$ cat config.mk
export PLATFORM = sky130hd
export DESIGN_NAME = operand_fetch
export DESIGN_NICKNAME = d
export VERILOG_FILES = /design/src/rtl/operand_fetch.sv
export SDC_FILE = /design/constraint.sdc
export NUM_CORES = 1
export LEC_CHECK = 0
export CAP_MARGIN = 20
export CORE_ASPECT_RATIO = 0.9
export CORE_UTILIZATION = 48
export CTS_CLUSTER_DIAMETER = 100
export CTS_CLUSTER_SIZE = 40
export DETAILED_ROUTE_END_ITERATION = 7
export GPL_TIMING_DRIVEN = 0
export PLACE_DENSITY = 0.83
export SLEW_MARGIN = 20
export SYNTH_ARGS = -nofsm -noshare
export SYNTH_HDL_FRONTEND = slang
export SYNTH_SLANG_ARGS = --single-unit
$ cat constraint.sdc
create_clock -name clk -period 3.5 [get_ports clk]
set_clock_uncertainty 0.05 [all_clocks]
set_input_delay 0.7 -clock clk [delete_from_list [all_inputs] [get_ports clk]]
set_output_delay 0.7 -clock clk [all_outputs]
set_load 0.005 [all_outputs]
$ cat src/rtl/operand_fetch.sv
// Operand fetch stage: latches a decoded instruction, reads both source
// operands from the register file with write-back bypass, and holds the
// result for the execute stage while keeping stalled operands up to date.
module operand_fetch #(
    parameter int unsigned DATA_WIDTH = 32,
    parameter int unsigned ADDR_WIDTH = 5
) (
    input  logic                  clk,
    input  logic                  rst,
    input  logic                  in_valid,
    output logic                  in_ready,
    input  logic [ADDR_WIDTH-1:0] in_rs1,
    input  logic [ADDR_WIDTH-1:0] in_rs2,
    input  logic [ADDR_WIDTH-1:0] in_rd,
    input  logic [DATA_WIDTH-1:0] in_imm,
    output logic [ADDR_WIDTH-1:0] rf_raddr1,
    output logic [ADDR_WIDTH-1:0] rf_raddr2,
    input  logic [DATA_WIDTH-1:0] rf_rdata1,
    input  logic [DATA_WIDTH-1:0] rf_rdata2,
    input  logic                  wb_wen,
    input  logic [ADDR_WIDTH-1:0] wb_waddr,
    input  logic [DATA_WIDTH-1:0] wb_wdata,
    output logic                  out_valid,
    input  logic                  out_ready,
    output logic [DATA_WIDTH-1:0] out_src1,
    output logic [DATA_WIDTH-1:0] out_src2,
    output logic [DATA_WIDTH-1:0] out_imm,
    output logic [ADDR_WIDTH-1:0] out_rd
);

    typedef enum logic [1:0] {
        IDLE  = 2'd0,
        READ  = 2'd1,
        VALID = 2'd2
    } state_e;

    state_e                state_q, state_d;
    logic [ADDR_WIDTH-1:0] rs1_q, rs1_d;
    logic [ADDR_WIDTH-1:0] rs2_q, rs2_d;
    logic [ADDR_WIDTH-1:0] rd_q, rd_d;
    logic [DATA_WIDTH-1:0] imm_q, imm_d;
    logic [DATA_WIDTH-1:0] src1_q, src1_d;
    logic [DATA_WIDTH-1:0] src2_q, src2_d;
    logic [DATA_WIDTH-1:0] out_imm_q, out_imm_d;
    logic [ADDR_WIDTH-1:0] out_rd_q, out_rd_d;
    logic                  out_valid_q, out_valid_d;
    logic                  in_hs;

    // Operand select: x0 reads zero, a same-cycle write-back wins over the RF.
    function automatic logic [DATA_WIDTH-1:0] pick_operand(
        input logic [ADDR_WIDTH-1:0] idx,
        input logic [DATA_WIDTH-1:0] rdata,
        input logic                  wen,
        input logic [ADDR_WIDTH-1:0] waddr,
        input logic [DATA_WIDTH-1:0] wdata
    );
        if (idx == '0) begin
            return '0;
        end else if (wen && (waddr == idx)) begin
            return wdata;
        end else begin
            return rdata;
        end
    endfunction

    // Upstream ready and handshake detection.
    always_comb begin
        in_ready = !rst && ((state_q == IDLE) || ((state_q == VALID) && out_ready));
        in_hs    = in_valid && in_ready;
    end

    // Next-state and datapath update.
    always_comb begin
        state_d     = state_q;
        rs1_d       = rs1_q;
        rs2_d       = rs2_q;
        rd_d        = rd_q;
        imm_d       = imm_q;
        src1_d      = src1_q;
        src2_d      = src2_q;
        out_imm_d   = out_imm_q;
        out_rd_d    = out_rd_q;
        out_valid_d = out_valid_q;

        if (in_hs) begin
            rs1_d = in_rs1;
            rs2_d = in_rs2;
            rd_d  = in_rd;
            imm_d = in_imm;
        end

        unique case (state_q)
            IDLE: begin
                if (in_hs) begin
                    state_d = READ;
                end
            end
            READ: begin
                src1_d      = pick_operand(rs1_q, rf_rdata1, wb_wen, wb_waddr, wb_wdata);
                src2_d      = pick_operand(rs2_q, rf_rdata2, wb_wen, wb_waddr, wb_wdata);
                out_imm_d   = imm_q;
                out_rd_d    = rd_q;
                out_valid_d = 1'b1;
                state_d     = VALID;
            end
            VALID: begin
                if (out_ready) begin
                    out_valid_d = 1'b0;
                    state_d     = in_hs ? READ : IDLE;
                end else begin
                    // Keep stalled operands fresh against later write-backs.
                    if (wb_wen && (wb_waddr == rs1_q) && (rs1_q != '0)) begin
                        src1_d = wb_wdata;
                    end
                    if (wb_wen && (wb_waddr == rs2_q) && (rs2_q != '0)) begin
                        src2_d = wb_wdata;
                    end
                end
            end
            default: begin
                state_d     = IDLE;
                out_valid_d = 1'b0;
            end
        endcase
    end

    // State and datapath registers with synchronous reset.
    always_ff @(posedge clk) begin
        if (rst) begin
            state_q     <= IDLE;
            rs1_q       <= '0;
            rs2_q       <= '0;
            rd_q        <= '0;
            imm_q       <= '0;
            src1_q      <= '0;
            src2_q      <= '0;
            out_imm_q   <= '0;
            out_rd_q    <= '0;
            out_valid_q <= 1'b0;
        end else begin
            state_q     <= state_d;
            rs1_q       <= rs1_d;
            rs2_q       <= rs2_d;
            rd_q        <= rd_d;
            imm_q       <= imm_d;
            src1_q      <= src1_d;
            src2_q      <= src2_d;
            out_imm_q   <= out_imm_d;
            out_rd_q    <= out_rd_d;
            out_valid_q <= out_valid_d;
        end
    end

    assign rf_raddr1 = rs1_q;
    assign rf_raddr2 = rs2_q;
    assign out_valid = out_valid_q;
    assign out_src1  = src1_q;
    assign out_src2  = src2_q;
    assign out_imm   = out_imm_q;
    assign out_rd    = out_rd_q;

endmodule

# Word level (Yosys, flattened, before mapping)
# Cells that the tools add are included.
[classes]
n_eq_ne = 9
n_reduce_logical = 19
mux = 16
bitwise_logic = 1
[ops]
columns = ["operator", "count"]
rows = [
  ["32-bit two-way mux", 8],
  ["32-bit case mux with 2 select lines", 2],
  ["5-bit == test", 2],
  ["5-bit zero test", 2],
  ["5-bit nonzero test", 2],
  ["1-bit logical AND", 7],
  ["2-bit inequality test (second input constant)", 3],
  ["2-bit case mux with 3 select lines", 1],
  ["3-bit AND reduction", 2],
  ["2-bit two-way mux", 2],
  ["2-bit by 1-bit inequality test with 1-bit output (second input constant)", 2],
  ["2-bit AND reduction", 2],
  ["1-bit case mux with 3 select lines", 1],
  ["2-bit by 1-bit == test with 1-bit output (second input constant)", 1],
  ["2-bit == test (second input constant)", 1],
  ["2-bit zero test", 1],
  ["1-bit two-way mux", 2],
  ["2-bit nonzero test", 1],
  ["1-bit zero test", 1],
  ["1-bit logical OR", 1],
  ["1-bit inverter", 1],
]
[word_totals]
word_cells = 55
regBits = 151
out_inout_bits = 113
in_bits = 153

# Longest topological paths before layout
[depth]
word_depth = 8
ltp_mapped = 7

# Worst setup path before layout
# OpenSTA, ideal clock, no wires.
[synth_path]
path_type = "input to register"
startpoint = "in wb_waddr[3]"
endpoint = "reg src1_q[10] (netlist: out_src1[10])"
stages = 6
setup_ns = 0.141
required_time_ns = 3.309
path_slack_ns = 1.357
arrival_time_ns = 1.952
path_cell_list = "xnor2_1 > nand4_2 > o41a_4 > buf_6 > a221oi_2 > nor3_2"
[synth_via]
elab_chain_cells = 5
elab_cells_between_ends = 8
classes_between = "2 x eq/ne; 3 x mux; 3 x reduce/logical"
[synth_lines]
columns = ["element", "line", "text"]
rows = [
  ["from (decl)", "21", "input logic [ADDR_WIDTH-1:0] wb_waddr,"],
  ["5-bit == test (*)", "59, 112", ""],
  ["1-bit logical AND (*)", "59, 112", ""],
  ["32-bit two-way mux or 1-bit logical AND (tied branches)", "59, 112", ""],
  ["32-bit two-way mux or 2-bit by 1-bit inequality test with 1-bit output (tied branches)", "--", ""],
  ["32-bit case mux with 2 select lines or 3-bit AND reduction (tied branches)", "--", ""],
  ["to (signal assigned)", "146", "src1_q <= src1_d;"],
  ["to (decl)", "42", "logic [DATA_WIDTH-1:0] src1_q, src1_d;"],
]
# Every way passes the cells marked *; elsewhere a longest branch is shown, timed or not.
# A chain may end at the register's enable or synchronous reset.

# Final worst setup path
[layout_path]
startpoint = "in out_ready"
endpoint = "out in_ready"
[layout_via]
elab_chain_cells = 3
[layout_lines]
columns = ["element", "line", "text"]
rows = [
  ["from (decl)", "24", "input logic out_ready,"],
  ["1-bit logical AND", "68", "in_ready = !rst && ((state_q == IDLE) || ((state_q == VALID) && out_ready));"],
  ["1-bit logical OR", "68", ""],
  ["1-bit logical AND", "68", ""],
  ["to (decl)", "11", "output logic in_ready,"],
]
# No other way between the ends.

==> summary.txt <==
Timing
  • Final setup viols: 0
  • Pins Over Slew Limit: 0
  • FMAX: 348 MHz
  • RSZ-0062 raised after global routing: no
  • Worst slew pin tran: roughly 0.8 ns
  • Hold Violations, Final: 0
  • Slew margin rel.: a little under half
  • Period minus WS final: 2.87 ns
  • Setup TNS Final: 0 ns
  • Final period util: around four fifths

Pwr
  • Leak Pwr: 3.80 nW
  • Internal power: ~0.0034 W
  • Logic pwr share: between 20% and 30%
  • Power Density: between 400 and 500 nW/um2
  • Net switching power: ~0.0013 W
  • Switch share: between 20% and 30%
  • Max VDD drop: 356 uV
  • Sequential share of power: approximately two fifths
  • Clock Power Share: 38.9%

Route
  • Final wirelength: approximately 23 mm
  • Initial DRT Pass Iterations: 6
  • Via count: between 6000 and 7000
  • Routed vias/inst: 5.38
  • ANT nets after route: 0
  • Post-route DRC: 0
  • Starting DRT DRC Count: around 420
  • Avg WL per Cell: approximately 18 um

Status
  • Outcome: complete, no violations

Worst setup path
  • Worst setup path class: in -> out
  • Crit. Startpoint: out_ready
  • Worst setup EP type: output port
  • Critical Path, Cell by Cell: clkdlybuf4s50_1, inv_1, a211oi_1, clkdlybuf4s50_1
  • Worst EP arrival: approximately 2.1 ns
  • Worst reg-to-reg setup slack: roughly 1.2 ns
  • Worst-path fanout max: 3
  • Worst setup endpoint: in_ready
  • Max stage delay on crit path: a little under 0.6 ns
  • Worst reg2reg path startpoint: rf_raddr2[4]$_SDFFE_PP0P_
  • Critical path startpoint category: primary input
  • Reg2reg end: out_src2[5]$_SDFFE_PP0P_
  • R2R cell count: 7
  • Crit-path slowest cell: clkdlybuf4s50_1
  • Worst Path Required: 2.75 ns
  • Critical path's most frequent cell: clkdlybuf4s50_1

Synth
  • Syn Nets: 960
  • Yosys cell types: a little over 40
  • Post-Syn Instances: 807
  • Register area share after synthesis: a little over two fifths
  • Top cell type by total area after synthesis: dfxtp_1
  • Yosys top cell area share: between 40% and 50%
  • Number of synthesized register bits: between 150 and 200
  • Ys Warns: 0
  • Synth area leaders: dfxtp_1, nand2_1, a221oi_2, nor3_2, nand2b_1
  • Fraction of registers with async set/reset: 0%
  • Syn Area/Cell: ~8.8 um2
  • Main synth FF type: dfxtp_1
  • Synth Cell Area: ~7100 um2
  • Post-synth EDFFs: 0

Clocking
  • Clock latency at the later pin of the worst-skew pair: roughly 0.42 ns
  • Clock-pin slew of the registers on the worst-case setup and hold paths: around 0.060 ns
  • CTS tree: built
  • Post-CTS setup buffer count: 0
  • Resize count post-CTS: 0
  • H-tree depth: 4
  • Maximum clock path buffer count: 2
  • CTS Sinks: between 150 and 200
  • Root buf cell: clkbuf_16
  • Number of CTS-inserted buffers: 17
  • Hold Buf Count CTS: 0

Floorplanning
  • Die X: 130 um
  • IO Pins: 266
  • Initial Utilization: 49.8%
  • Core ar.: approximately 14000 um2
  • Die Y: roughly 120 um
  • Row Count: about 40
  • Die ar.: ~15000 um2

Final layout
  • Commonest cells after routing, fill and taps aside: clkdlybuf4s50_1, nand2_1, dfxtp_1, nor2_1, o21ai_0
  • Layout cells sized above 1: about 13%
  • P&R area growth vs syn: 49.0%
  • Area of the multi-input gates: 3650 um2
  • Final instance area: 10500 um2
  • Layout fillers: 1090
  • Finished Core Util: about three quarters
  • FF+latch area: just over 3000 um2
  • Inserted Diodes: 0
  • Final Net Count: 1243
  • Most common cell after layout, fill and taps aside: clkdlybuf4s50_1

Worst hold path
  • Worst hold path type: reg -> reg
  • Hold path start: out_imm[25]$_SDFFE_PP0P_

GRT
  • Initial antenna violation count: 0
  • GRT Total Usage: a little under a third
  • GRT overflow: 0
  • Vias in the first global route: ~6700
  • Largest net degree at the start of global routing: 17
  • First-pass GRT wire length: ~35 mm

Flow run
  • Max Cap Viol: 0

Placement
  • RD Place Congestion: just over 0.9
  • PortBufs: about 260
  • Placed cell areas: approximately 10000 um2
  • Hpwl dp: roughly 17 mm
## metrics by stage
step,total power (W),worst slack (ns),hold slack (ns),cells
finish,0.00465,0.630,0.401,1295
global route,0.00483,0.589,0.420,1295
CTS,0.00466,0.634,0.404,1295
detailed placement,0.00287,0.562,0.392,1264
global placement,0.00285,0.568,0.387,1264
floorplan,0.00239,1.36,0.382,807
## how the worst min path moves through the flow
| stage | end | slack [ns] | cells past startpoint |
|---|---|---|---|
| 3_5_place_dp | out_imm[9]$_SDFFE_PP0P_ | 0.39 | 2 |
| 3_3_place_gp | out_imm[9]$_SDFFE_PP0P_ | 0.39 | 2 |
| 4_1_cts | out_imm[28]$_SDFFE_PP0P_ | 0.40 | 2 |
| 6_report | out_imm[25]$_SDFFE_PP0P_ | 0.40 | 2 |
| 5_1_grt | out_imm[4]$_SDFFE_PP0P_ | 0.42 | 2 |
| 2_1_floorplan | out_imm[0]$_SDFFE_PP0P_ | 0.38 | 2 |
## Yosys cell counts, types with 2 or more instances
library cell,count
a21boi_0,29
a21boi_1,3
a21oi_1,40
a221oi_2,30
a311oi_1,16
a311oi_2,17
and3_1,32
and4_1,2
buf_1,4
buf_2,14
buf_6,13
clkbuf_1,44
dfxtp_1,151
inv_1,2
nand2_1,154
nand2b_1,46
nor2_1,67
nor2b_1,2
nor3_1,3
nor3_2,30
o21ai_0,57
o21ai_1,23
or2b_1,2
xnor2_1,8
xor2_1,2
## cell families (layout without fill, tap and decap cells)
group / Yosys count / after routing / synth area share [%]
simple gates: 345 / 345 / 24.7
xor+xnor: 10 / 10 / 1.24
compound gates: 224 / 224 / 25.6
flops: 151 / 151 / 42.7
buf+inv: 77 / 372 / 5.71
## registers in the layout, indices dropped and copies added, names as in the netlist
signal and flops:
rf_raddr2 5, out_valid 1, imm_q 32, out_src1 32, out_imm 32, state_q 2, rf_raddr1 5, out_src2 32
rd_q 5, out_rd 5
## final cells by class
type                    count  area share, %
plain buffers              75           3.76
clock buffers              20           4.43
clock inverters            11           1.09
inverters                   2         0.0712
multi-input cells         579           34.6
flip-flops and latches    151           28.7
well taps                 193           2.29
repair buffers            264           25.1
## power by group through the flow
stage	clock, W	sequential [W]	combinational, W
after floorplan	0	0.00193	0.000459
after global placement	0	0.00193	0.000922
after detailed placement	0	0.00194	0.000933
after CTS	0.00181	0.00190	0.000942
after global routing	0.00190	0.00191	0.00102
final	0.00181	0.00190	0.000944
## per-layer routing
layer	wire, um	global-route usage (%)	vias up
met2	11000	51.2	322
met4	748	13.5	0
met1	9190	35.1	3205
met5	0	0	-
li1	-	-	3382
met3	2110	9.64	58
## worst max-delay path, delay by kind of cell
family	cells	cell delay [ns]
buffers and inverters	3	1.14
AOI/OAI and AO/OA	1	0.28
Power figures use the tool's default switching activity.
